File: src/rtl/rf_wb_arbiter.sv
// Write-back arbiter for the register file's single write port (ALU vs LSU, round-robin)
// plus the pending-write busy bitmap that decode uses for read-after-write stalls.
module rf_wb_arbiter #(
   parameter int XLEN = 32
) (
   input  logic            clk,
   input  logic            rst,
   input  logic            alu_valid,
   input  logic [4:0]      alu_rd,
   input  logic [XLEN-1:0] alu_data,
   output logic            alu_ready,
   input  logic            lsu_valid,
   input  logic [4:0]      lsu_rd,
   input  logic [XLEN-1:0] lsu_data,
   output logic            lsu_ready,
   input  logic            wb_stall,
   input  logic            iss_valid,
   input  logic [4:0]      iss_rd,
   output logic            we3,
   output logic [4:0]      a3,
   output logic [XLEN-1:0] wd3,
   output logic [31:0]     busy
);

   typedef enum logic {SRC_ALU = 1'b0, SRC_LSU = 1'b1} src_e;

   src_e            last_q, last_d;
   logic            we3_q, we3_d;
   logic [4:0]      a3_q, a3_d;
   logic [XLEN-1:0] wd3_q, wd3_d;
   logic [31:0]     busy_q, busy_d;

   // Round-robin grant: on a tie the requester that did not win last time goes.
   always_comb begin
      alu_ready = 1'b0;
      lsu_ready = 1'b0;
      if (!rst && !wb_stall) begin
         if (alu_valid && lsu_valid) begin
            if (last_q == SRC_LSU) alu_ready = 1'b1;
            else                   lsu_ready = 1'b1;
         end else begin
            alu_ready = alu_valid;
            lsu_ready = lsu_valid;
         end
      end
   end

   always_comb begin
      we3_d  = 1'b0;
      a3_d   = a3_q;
      wd3_d  = wd3_q;
      last_d = last_q;
      if (alu_ready) begin
         we3_d  = (alu_rd != 5'd0);
         a3_d   = alu_rd;
         wd3_d  = alu_data;
         last_d = SRC_ALU;
      end else if (lsu_ready) begin
         we3_d  = (lsu_rd != 5'd0);
         a3_d   = lsu_rd;
         wd3_d  = lsu_data;
         last_d = SRC_LSU;
      end
   end

   // Clear on the committing write, then set on issue so a same-edge re-issue keeps the bit.
   always_comb begin
      busy_d = busy_q;
      if (we3_q) busy_d[a3_q] = 1'b0;
      if (iss_valid && (iss_rd != 5'd0)) busy_d[iss_rd] = 1'b1;
      busy_d[0] = 1'b0;
   end

   always_ff @(posedge clk) begin
      if (rst) begin
         last_q <= SRC_LSU;
         we3_q  <= 1'b0;
         a3_q   <= '0;
         wd3_q  <= '0;
         busy_q <= '0;
      end else begin
         last_q <= last_d;
         we3_q  <= we3_d;
         a3_q   <= a3_d;
         wd3_q  <= wd3_d;
         busy_q <= busy_d;
      end
   end

   assign we3  = we3_q;
   assign a3   = a3_q;
   assign wd3  = wd3_q;
   assign busy = busy_q;

endmodule

File: config.mk
export PLATFORM = sky130hd
export DESIGN_NAME = rf_wb_arbiter
export DESIGN_NICKNAME = d
export VERILOG_FILES = /design/src/rtl/rf_wb_arbiter.sv
export SDC_FILE = /design/constraint.sdc
export NUM_CORES = 1
export LEC_CHECK = 0
export ABC_AREA = 1
export BUFFER_PORTS_ARGS = -buffer_cell sky130_fd_sc_hd__buf_2
export CAP_MARGIN = 20
export CORE_MARGIN = 2
export CORE_UTILIZATION = 35
export CTS_BUF_LIST = sky130_fd_sc_hd__clkbuf_8 sky130_fd_sc_hd__clkbuf_16
export CTS_CLUSTER_DIAMETER = 80
export DETAILED_ROUTE_END_ITERATION = 8
export GPL_TIMING_DRIVEN = 0
export SYNTH_ARGS = -nofsm -noshare
export SYNTH_HDL_FRONTEND = slang
export SYNTH_SLANG_ARGS = --single-unit
File: constraint.sdc
create_clock -name clk -period 1.5 [get_ports clk]
set_clock_uncertainty 0.2 [all_clocks]
set_input_delay 0.075 -clock clk [delete_from_list [all_inputs] [get_ports clk]]
set_output_delay 0.075 -clock clk [all_outputs]
set_load 0.005 [all_outputs]
==> impl_metrics.prom, run 1 <==
# TYPE chip_impl_metric gauge
chip_impl_metric{name="p_leak",unit="uW"} 0.002760
chip_impl_metric{name="gp_congestion",unit=""} 0.8276
chip_impl_metric{name="number_of_antenna_violations_at_the_first_check_in_global_routing",unit=""} 0
chip_impl_metric{name="power.density",unit="nW/um^2"} 815.4
chip_impl_metric{name="setup.reg_to_reg.worst_slack",unit="ns"} 0.04
chip_impl_metric{name="drt_first_pass_iters",unit=""} 5
chip_impl_metric{name="yosysSeqAreaShare",unit=""} 0.4033
chip_impl_metric{name="synth.lib_cells_used.distinct",unit=""} 22
chip_impl_metric{name="max_slew.worst_pin.slew",unit="ns"} 1.049
chip_impl_metric{name="place_ws",unit="ns"} -0.09334
chip_impl_metric{name="post-route-worst-setup-slack",unit="ns"} 0.04449
chip_impl_metric{name="layout-drive-gt1-share",unit=""} 0.2803
chip_impl_metric{name="setup-violations-final",unit=""} 0
chip_impl_info{name="endpoint_kind_of_the_worst_setup_timing_path",value="flip-flop"} 1
chip_impl_metric{name="fp.dieW",unit="um"} 103.6
chip_impl_metric{name="dpl_cell_area",unit="um^2"} 4412
chip_impl_metric{name="die-height",unit="um"} 103.6
chip_impl_metric{name="synth-edff-count",unit=""} 0
chip_impl_metric{name="num-nets-final",unit=""} 841
chip_impl_metric{name="depth_of_the_worst_register_to_register_path",unit=""} 3
chip_impl_metric{name="routedLengthMet1",unit="um"} 4956
chip_impl_info{name="tritoncts",value="done"} 1
chip_impl_metric{name="hold-path-cell-count",unit=""} 4
chip_impl_metric{name="layout.area.seq",unit="um^2"} 1403
chip_impl_metric{name="synth-async-reset-ratio",unit=""} 0
chip_impl_metric{name="dp.final_hpwl",unit="um"} 8130
chip_impl_metric{name="yosys_register_bits",unit=""} 70
chip_impl_info{name="yosys_most_used_dff",value="dfxtp_1"} 1
chip_impl_metric{name="clock-sinks",unit=""} 70
chip_impl_metric{name="grt_start_max_net_pins",unit=""} 13
chip_impl_metric{name="hold_slack",unit="ns"} -0.07936
chip_impl_metric{name="first_iter_violations",unit=""} 194
chip_impl_info{name="dr.max_layer_used",value="met4"} 1
chip_impl_metric{name="floorplan.die_area",unit="um^2"} 10740
chip_impl_metric{name="route.vias.total",unit=""} 4307
chip_impl_metric{name="syn2layout_area_growth",unit="%"} 58.44
chip_impl_metric{name="finalCritPeriodShare",unit=""} 0.9703
chip_impl_info{name="timing.critical_path.from_type",value="flip-flop"} 1
chip_impl_metric{name="finalCriticalPeriod",unit="ns"} 1.456
chip_impl_info{name="worst_r2r_endpoint",value="busy[3]"} 1
chip_impl_metric{name="ir_drop",unit="mV"} 0.4278
chip_impl_metric{name="hold_violations",unit=""} 10
chip_impl_metric{name="yosysWarnings",unit=""} 0
chip_impl_metric{name="maxcap_violations",unit=""} 0
chip_impl_metric{name="grt_first_pass_wirelength",unit="um"} 19690
chip_impl_metric{name="summed_instance_area_of_the_synthesized_netlist",unit="um^2"} 3475
chip_impl_info{name="violated_checks",value="hold timing"} 1
chip_impl_metric{name="clk_latency",unit="ns"} 0.34
chip_impl_info{name="regToRegStartpoint",value="we3"} 1
chip_impl_metric{name="h-tree-depth",unit=""} 3
chip_impl_metric{name="drv_slew",unit=""} 0
chip_impl_metric{name="viasPerCell",unit=""} 4.823
chip_impl_metric{name="wire_per_inst",unit="um"} 13.45
chip_impl_metric{name="layout.filler_cells",unit=""} 881
chip_impl_metric{name="io_pins",unit=""} 157
chip_impl_metric{name="fmax",unit="MHz"} 687.0
chip_impl_metric{name="cts_buffers",unit=""} 9
chip_impl_metric{name="area_used_by_multi_input_combinational_logic",unit="um^2"} 1590
chip_impl_info{name="timing.hold.worst.class",value="primary input to flip-flop"} 1
chip_impl_metric{name="initial_core_util",unit=""} 0.3588
chip_impl_info{name="cp-startpoint",value="we3"} 1
chip_impl_metric{name="slew_headroom",unit=""} 0.2952
chip_impl_metric{name="drc_violation_count_after_routing",unit=""} 0
chip_impl_info{name="timing_worst_setup_path_type",value="flip-flop to flip-flop"} 1
chip_impl_metric{name="clk_path_buf_depth",unit=""} 2
chip_impl_info{name="timing.hold.worst.start",value="iss_rd[0]"} 1
chip_impl_metric{name="core_area",unit="um^2"} 9684
chip_impl_metric{name="route.met2.wl",unit="um"} 5700
chip_impl_metric{name="clock_pin_slew_on_the_worst_setup_and_hold_paths",unit="ns"} 0.08
chip_impl_metric{name="timing.critical_path.required",unit="ns"} 1.52
chip_impl_info{name="clock_tree.root_cell",value="clkbuf_8"} 1
chip_impl_metric{name="avg_cell_area_syn",unit="um^2"} 6.826
chip_impl_metric{name="syn-instance-count",unit=""} 509
chip_impl_metric{name="n_antenna_cell",unit=""} 0
chip_impl_metric{name="final_antenna_net_count",unit=""} 0
chip_impl_metric{name="core.rowCount",unit=""} 36
chip_impl_metric{name="total_nets_after_synthesis",unit=""} 594
chip_impl_info{name="cp-endpoint",value="busy[3]"} 1
chip_impl_metric{name="cp_max_fo",unit=""} 8
chip_impl_metric{name="arrival",unit="ns"} 1.47
chip_impl_metric{name="number_of_global_route_vias_before_repair",unit=""} 4190
chip_impl_metric{name="met3_layer_wire_length_in_the_routed_design",unit="um"} 985
chip_impl_metric{name="routed_wirelength",unit="um"} 12010
chip_impl_metric{name="portBuffers",unit=""} 154
chip_impl_info{name="rsz_0062_raised_after_global_routing",value="yes"} 1
chip_impl_metric{name="globalRouteTotalUtil",unit=""} 0.2215
chip_impl_metric{name="layout.cell_area.non_filler",unit="um^2"} 5505
chip_impl_metric{name="gr-total-overflow",unit=""} 0
chip_impl_info{name="status",value="finished, violations left"} 1
[synthesized netlist by cell type (5+ instances only)]
cell type,instances,share of area
nand2_1,111,0.12
a21oi_1,68,0.098
nand4_1,37,0.067
dfxtp_1,70,0.40
inv_1,85,0.092
o21ai_0,32,0.046
nor3_1,10,0.014
nand3_1,49,0.071
buf_2,9,0.013
buf_4,9,0.019
clkbuf_1,5,0.0054
buf_6,5,0.016
[per-stage QoR]
stage          utilization  total power, uW  instances  TNS [ns]
2_1_floorplan            -             2383        509         0
3_3_place_gp        0.4556             2670        796   -0.4881
3_5_place_dp        0.4556             2681        796   -0.5157
4_1_cts             0.5603             4488        890         0
5_1_grt             0.5685             4720        893   -0.3170
6_report            0.5685             4489        893         0
[what timing repair did]
action                     CTS  global route
buffers inserted             2             2
gates resized for setup      6            16
hold endpoints to repair    67            20
pin swaps                    0             1
setup endpoints to repair    3            53
hold buffers                78             1
[how the worst min path moves through the flow]
stage	endpoint
floorplan	we3
global placement	we3
detailed placement	we3
CTS	busy[2]
global route	busy[10]
finish	busy[6]
[logic make-up (layout without fill, tap and decap cells)]
| group | count (synthesis) | in the layout | synth area share |
|---|---|---|---|
| AO/OA/AOI/OAI | 103 | 103 | 0.1502 |
| buffers and inverters | 119 | 370 | 0.1523 |
| flip-flops | 70 | 70 | 0.4033 |
| other | 1 | 1 | 0.001079 |
| AND/OR/NAND/NOR | 216 | 216 | 0.2931 |
[cell type report]
class / instances / area share
Tap cell: 133 / 0.03023
Clock inverter: 6 / 0.01591
Inverter: 87 / 0.05932
Multi-Input combinational cell: 320 / 0.2889
Clock buffer: 9 / 0.02250
Buffer: 31 / 0.03818
Timing Repair Buffer: 237 / 0.2902
Sequential cell: 70 / 0.2548
[power breakdown]
group          switching [uW]  leakage [uW]  internal, uW
Combinational             421       0.00208           425
Sequential               48.3      0.000571          1940
Clock                     728      0.000109           927
Total                    1200       0.00276          3290
[layer usage]
layer / up-vias / global-route usage
met4: 0 / 0.09459
li1: 2152 / -
met5: - / 0
met2: 197 / 0.3836
met1: 1924 / 0.2595
met3: 34 / 0.05664
[critical path, stage by stage, from the launching register on]
cell and delay [ns]:
dfxtp_1 0.41, nand3_1 0.34, o21ai_0 0.30, a21oi_1 0.09
[state kept, by name, summed over array words and instances, names as in the netlist]
| signal | cells |
|---|---|
| we3 | 1 |
| a3 | 5 |
| last_q | 1 |
| wd3 | 32 |
| busy | 31 |
[cell usage in the layout (no fill, tap or decap), types with 9 or more instances in the layout]
cell | synthesis | routed
dlygate4sd3_1 | 0 | 79
nand3_1 | 49 | 49
buf_2 | 9 | 158
nand2_1 | 111 | 110
clkbuf_8 | 0 | 9
dfxtp_1 | 70 | 69
o21ai_0 | 32 | 32
inv_1 | 85 | 84
a21oi_1 | 68 | 68
nand4_1 | 37 | 37
buf_4 | 9 | 16
Note: power is estimated with default switching activity, not from simulation.
==> inputs of run 2 (changes only) <==
--- a/config.mk
+++ b/config.mk
@@ -9,11 +9,12 @@
 export BUFFER_PORTS_ARGS = -buffer_cell sky130_fd_sc_hd__buf_2
 export CAP_MARGIN = 20
 export CORE_MARGIN = 2
-export CORE_UTILIZATION = 35
+export CORE_UTILIZATION = 47
 export CTS_BUF_LIST = sky130_fd_sc_hd__clkbuf_8 sky130_fd_sc_hd__clkbuf_16
 export CTS_CLUSTER_DIAMETER = 80
 export DETAILED_ROUTE_END_ITERATION = 8
 export GPL_TIMING_DRIVEN = 0
+export PLACE_DENSITY = 0.8
 export SYNTH_ARGS = -nofsm -noshare
 export SYNTH_HDL_FRONTEND = slang
 export SYNTH_SLANG_ARGS = --single-unit
==> run 2 against run 1 <==
  * The run ends with setup timing left
  * Total power shrank 3.0%
  * Die area decreased by 25%
  * Cell count decreased by 1.9%
  * Sequential share of layout area shrank 0.39 points
  * Combinational power rose by 9.8%
==> impl_metrics.prom, run 2 (synthesis gave the netlist of run 1 again) <==
# TYPE chip_impl_metric gauge
chip_impl_metric{name="initial_core_util",unit=""} 0.4816
chip_impl_info{name="layout.cells.most_common_list",value="160 x buf_2, 109 x nand2_1, 90 x dlygate4sd3_1, 84 x inv_1, 69 x dfxtp_1"} 1
chip_impl_metric{name="layout.area.seq",unit="um^2"} 1403
chip_impl_metric{name="layout-drive-gt1-share",unit=""} 0.2806
chip_impl_info{name="crit_family",value="flip-flops"} 1
chip_impl_metric{name="maxcap_violations",unit=""} 0
chip_impl_metric{name="drt_first_pass_iters",unit=""} 6
chip_impl_metric{name="drc_violation_count_after_routing",unit=""} 0
chip_impl_metric{name="setup.reg_to_reg.worst_slack",unit="ns"} -0.002
chip_impl_metric{name="cts_buffers",unit=""} 9
chip_impl_metric{name="sequential_cell_fraction_of_total_power",unit=""} 0.457
chip_impl_metric{name="grt_first_pass_wirelength",unit="um"} 22890
chip_impl_info{name="crit_path_cell_trace",value="nand3_1, o21ai_0, a21oi_1"} 1
chip_impl_metric{name="num-nets-final",unit=""} 857
chip_impl_info{name="endpoint_kind_of_the_worst_setup_timing_path",value="flip-flop"} 1
chip_impl_metric{name="drv_slew",unit=""} 0
chip_impl_info{name="timing.hold.worst.start",value="iss_rd[1]"} 1
chip_impl_metric{name="layout.filler_cells",unit=""} 456
chip_impl_metric{name="power.combinational.fraction",unit=""} 0.214
chip_impl_metric{name="hold-path-cell-count",unit=""} 4
chip_impl_info{name="clock_tree.root_cell",value="clkbuf_8"} 1
chip_impl_metric{name="n_antenna_cell",unit=""} 0
chip_impl_metric{name="fp.dieW",unit="um"} 89.98
chip_impl_metric{name="fmax",unit="MHz"} 665.8
chip_impl_metric{name="slew_headroom",unit=""} 0.3789
chip_impl_metric{name="number_of_global_route_vias_before_repair",unit=""} 4678
chip_impl_metric{name="globalRouteMet2Util",unit=""} 0.6187
chip_impl_metric{name="clock_pin_slew_on_the_worst_setup_and_hold_paths",unit="ns"} 0.09
chip_impl_metric{name="wire_per_inst",unit="um"} 17.23
chip_impl_metric{name="layout.cell_area.non_filler",unit="um^2"} 5590
chip_impl_info{name="tritoncts",value="done"} 1
chip_impl_info{name="timing_worst_setup_path_type",value="flip-flop to flip-flop"} 1
chip_impl_metric{name="setup-violations-final",unit=""} 1
chip_impl_metric{name="clk_latency",unit="ns"} 0.35
chip_impl_metric{name="cpPeakStageDelay",unit="ns"} 0.42
chip_impl_metric{name="floorplan.die_area",unit="um^2"} 8096
chip_impl_metric{name="final_core_util",unit=""} 0.7749
chip_impl_metric{name="cp_max_fo",unit=""} 8
chip_impl_metric{name="die-height",unit="um"} 89.98
chip_impl_metric{name="final_antenna_net_count",unit=""} 0
chip_impl_metric{name="portBuffers",unit=""} 154
chip_impl_metric{name="h-tree-depth",unit=""} 3
chip_impl_metric{name="core.rowCount",unit=""} 31
chip_impl_metric{name="core_area",unit="um^2"} 7214
chip_impl_metric{name="routed_wirelength",unit="um"} 15090
chip_impl_info{name="regToRegStartpoint",value="we3"} 1
chip_impl_metric{name="clockPowerShare",unit=""} 0.329
chip_impl_metric{name="critPathBufInv",unit=""} 0
chip_impl_metric{name="dp.final_hpwl",unit="um"} 7758
chip_impl_metric{name="timing.critical_path.required",unit="ns"} 1.52
chip_impl_metric{name="p_leak",unit="uW"} 0.002823
chip_impl_info{name="timing.hold.worst.class",value="primary input to flip-flop"} 1
chip_impl_metric{name="hold_violations",unit=""} 0
chip_impl_metric{name="met3_usage",unit=""} 0.07879
chip_impl_metric{name="viasPerCell",unit=""} 5.571
chip_impl_metric{name="clock-sinks",unit=""} 70
chip_impl_metric{name="gr-total-overflow",unit=""} 0
chip_impl_metric{name="arrival",unit="ns"} 1.52
chip_impl_metric{name="grt_start_max_net_pins",unit=""} 14
chip_impl_metric{name="post-route-worst-setup-slack",unit="ns"} -0.002060
chip_impl_metric{name="power.internal",unit="uW"} 3033
chip_impl_info{name="violated_checks",value="setup timing"} 1
chip_impl_info{name="status",value="finished, violations left"} 1
chip_impl_metric{name="first_iter_violations",unit=""} 408
chip_impl_metric{name="number_of_antenna_violations_at_the_first_check_in_global_routing",unit=""} 0
chip_impl_metric{name="depth_of_the_worst_register_to_register_path",unit=""} 3
chip_impl_metric{name="power.density",unit="nW/um^2"} 778.9
chip_impl_metric{name="clk_path_buf_depth",unit=""} 2
chip_impl_metric{name="syn2layout_area_growth",unit="%"} 60.89
chip_impl_metric{name="gp_congestion",unit=""} 0.9034
chip_impl_metric{name="grt_use_met1",unit=""} 0.3919
chip_impl_info{name="timing.hold.worst_endpoint",value="busy[16]"} 1
chip_impl_metric{name="largest_register_ff_count",unit=""} 32
chip_impl_metric{name="finalCriticalPeriod",unit="ns"} 1.502
chip_impl_metric{name="globalRouteTotalUtil",unit=""} 0.3512
chip_impl_metric{name="max_slew.worst_pin.slew",unit="ns"} 0.9245
chip_impl_info{name="rsz_0062_raised_after_global_routing",value="yes"} 1
chip_impl_info{name="gr-max-usage-layer",value="met2"} 1
chip_impl_metric{name="finalPower",unit="uW"} 4354
chip_impl_info{name="layout.cells.most_common",value="buf_2"} 1
chip_impl_metric{name="io_pins",unit=""} 157
chip_impl_metric{name="power_switching",unit="uW"} 1321
chip_impl_metric{name="route.vias.total",unit=""} 4880
chip_impl_metric{name="finalCritPeriodShare",unit=""} 1.001
chip_impl_metric{name="area_used_by_multi_input_combinational_logic",unit="um^2"} 1579
chip_impl_metric{name="ir_drop",unit="mV"} 0.5765
chip_impl_info{name="worst_r2r_endpoint",value="busy[14]"} 1
chip_impl_metric{name="hold_slack",unit="ns"} 0.0009406
chip_impl_info{name="critical_path.slowest_cell",value="dfxtp_1"} 1
chip_impl_info{name="timing.critical_path.from_type",value="flip-flop"} 1
chip_impl_metric{name="power.switching_fraction",unit=""} 0.3034
chip_impl_metric{name="dpl_cell_area",unit="um^2"} 4369
run 2: cell types whose count changed in the layout (fill, tap and decap cells not counted), moves of 3 or more:
cell / change
clkinvlp_4: +3
dlygate4sd3_1: +11
nor3_1: +3
buf_6: +4
nor3_2: -4
run 2: per-stage QoR:
stage                     setup WS (ns)   TNS (ns)  std cells
after floorplan                  0.2244          0        509
final                         -0.002060  -0.002060        876
after detailed placement       0.002903          0        762
after global routing           -0.05830    -0.2542        876
after global placement          0.04935          0        762
after CTS                      0.007464          0        868
run 2: worst max path at each step:
stage | from | endpoint | slack (ns) | cells past startpoint
floorplan | last_q | wd3[15] | 0.22 | 8
global placement | last_q | a3[3] | 0.05 | 8
detailed placement | last_q | wd3[30] | 0.003 | 8
CTS | last_q | wd3[22] | 0.007 | 8
global route | we3 | busy[3] | -0.06 | 3
finish | we3 | busy[14] | -0.002 | 3
run 2: timing repair:
item | in CTS | in global routing
endpoints found under the hold margin | 69 | 6
buffers inserted | 1 | 7
gates resized for setup | 4 | 28
pin swaps | 1 | 5
hold buffers | 90 | 1
setup endpoints to repair | 3 | 53
run 2: cell type report:
class | instances | area share
inverters | 87 | 0.05886
clock buffers | 10 | 0.02462
multi-input cells | 320 | 0.2825
flip-flops and latches | 70 | 0.2509
plain buffers | 31 | 0.03917
well taps | 99 | 0.02216
repair buffers | 253 | 0.3138
clock inverters | 6 | 0.008057
run 2: routing by layer:
layer	share of wire	vias to the layer above
met5	0	-
met1	0.35	2167
met4	0.054	0
met3	0.11	92
li1	-	2192
met2	0.49	429
run 2: power by group through the flow:
stage | Clock [uW] | Combinational, uW | Sequential (uW)
after floorplan | 0 | 351 | 2030
after global placement | 0 | 632 | 2030
after detailed placement | 0 | 647 | 2030
after CTS | 1430 | 820 | 1980
after global routing | 1520 | 994 | 2000
final | 1430 | 930 | 1990
run 2: worst register-to-register path: cells and delay by family (launching register included):
kind            cells  cell delay, ns
compound gates      2            0.41
simple gates        1            0.34
flops               1            0.42
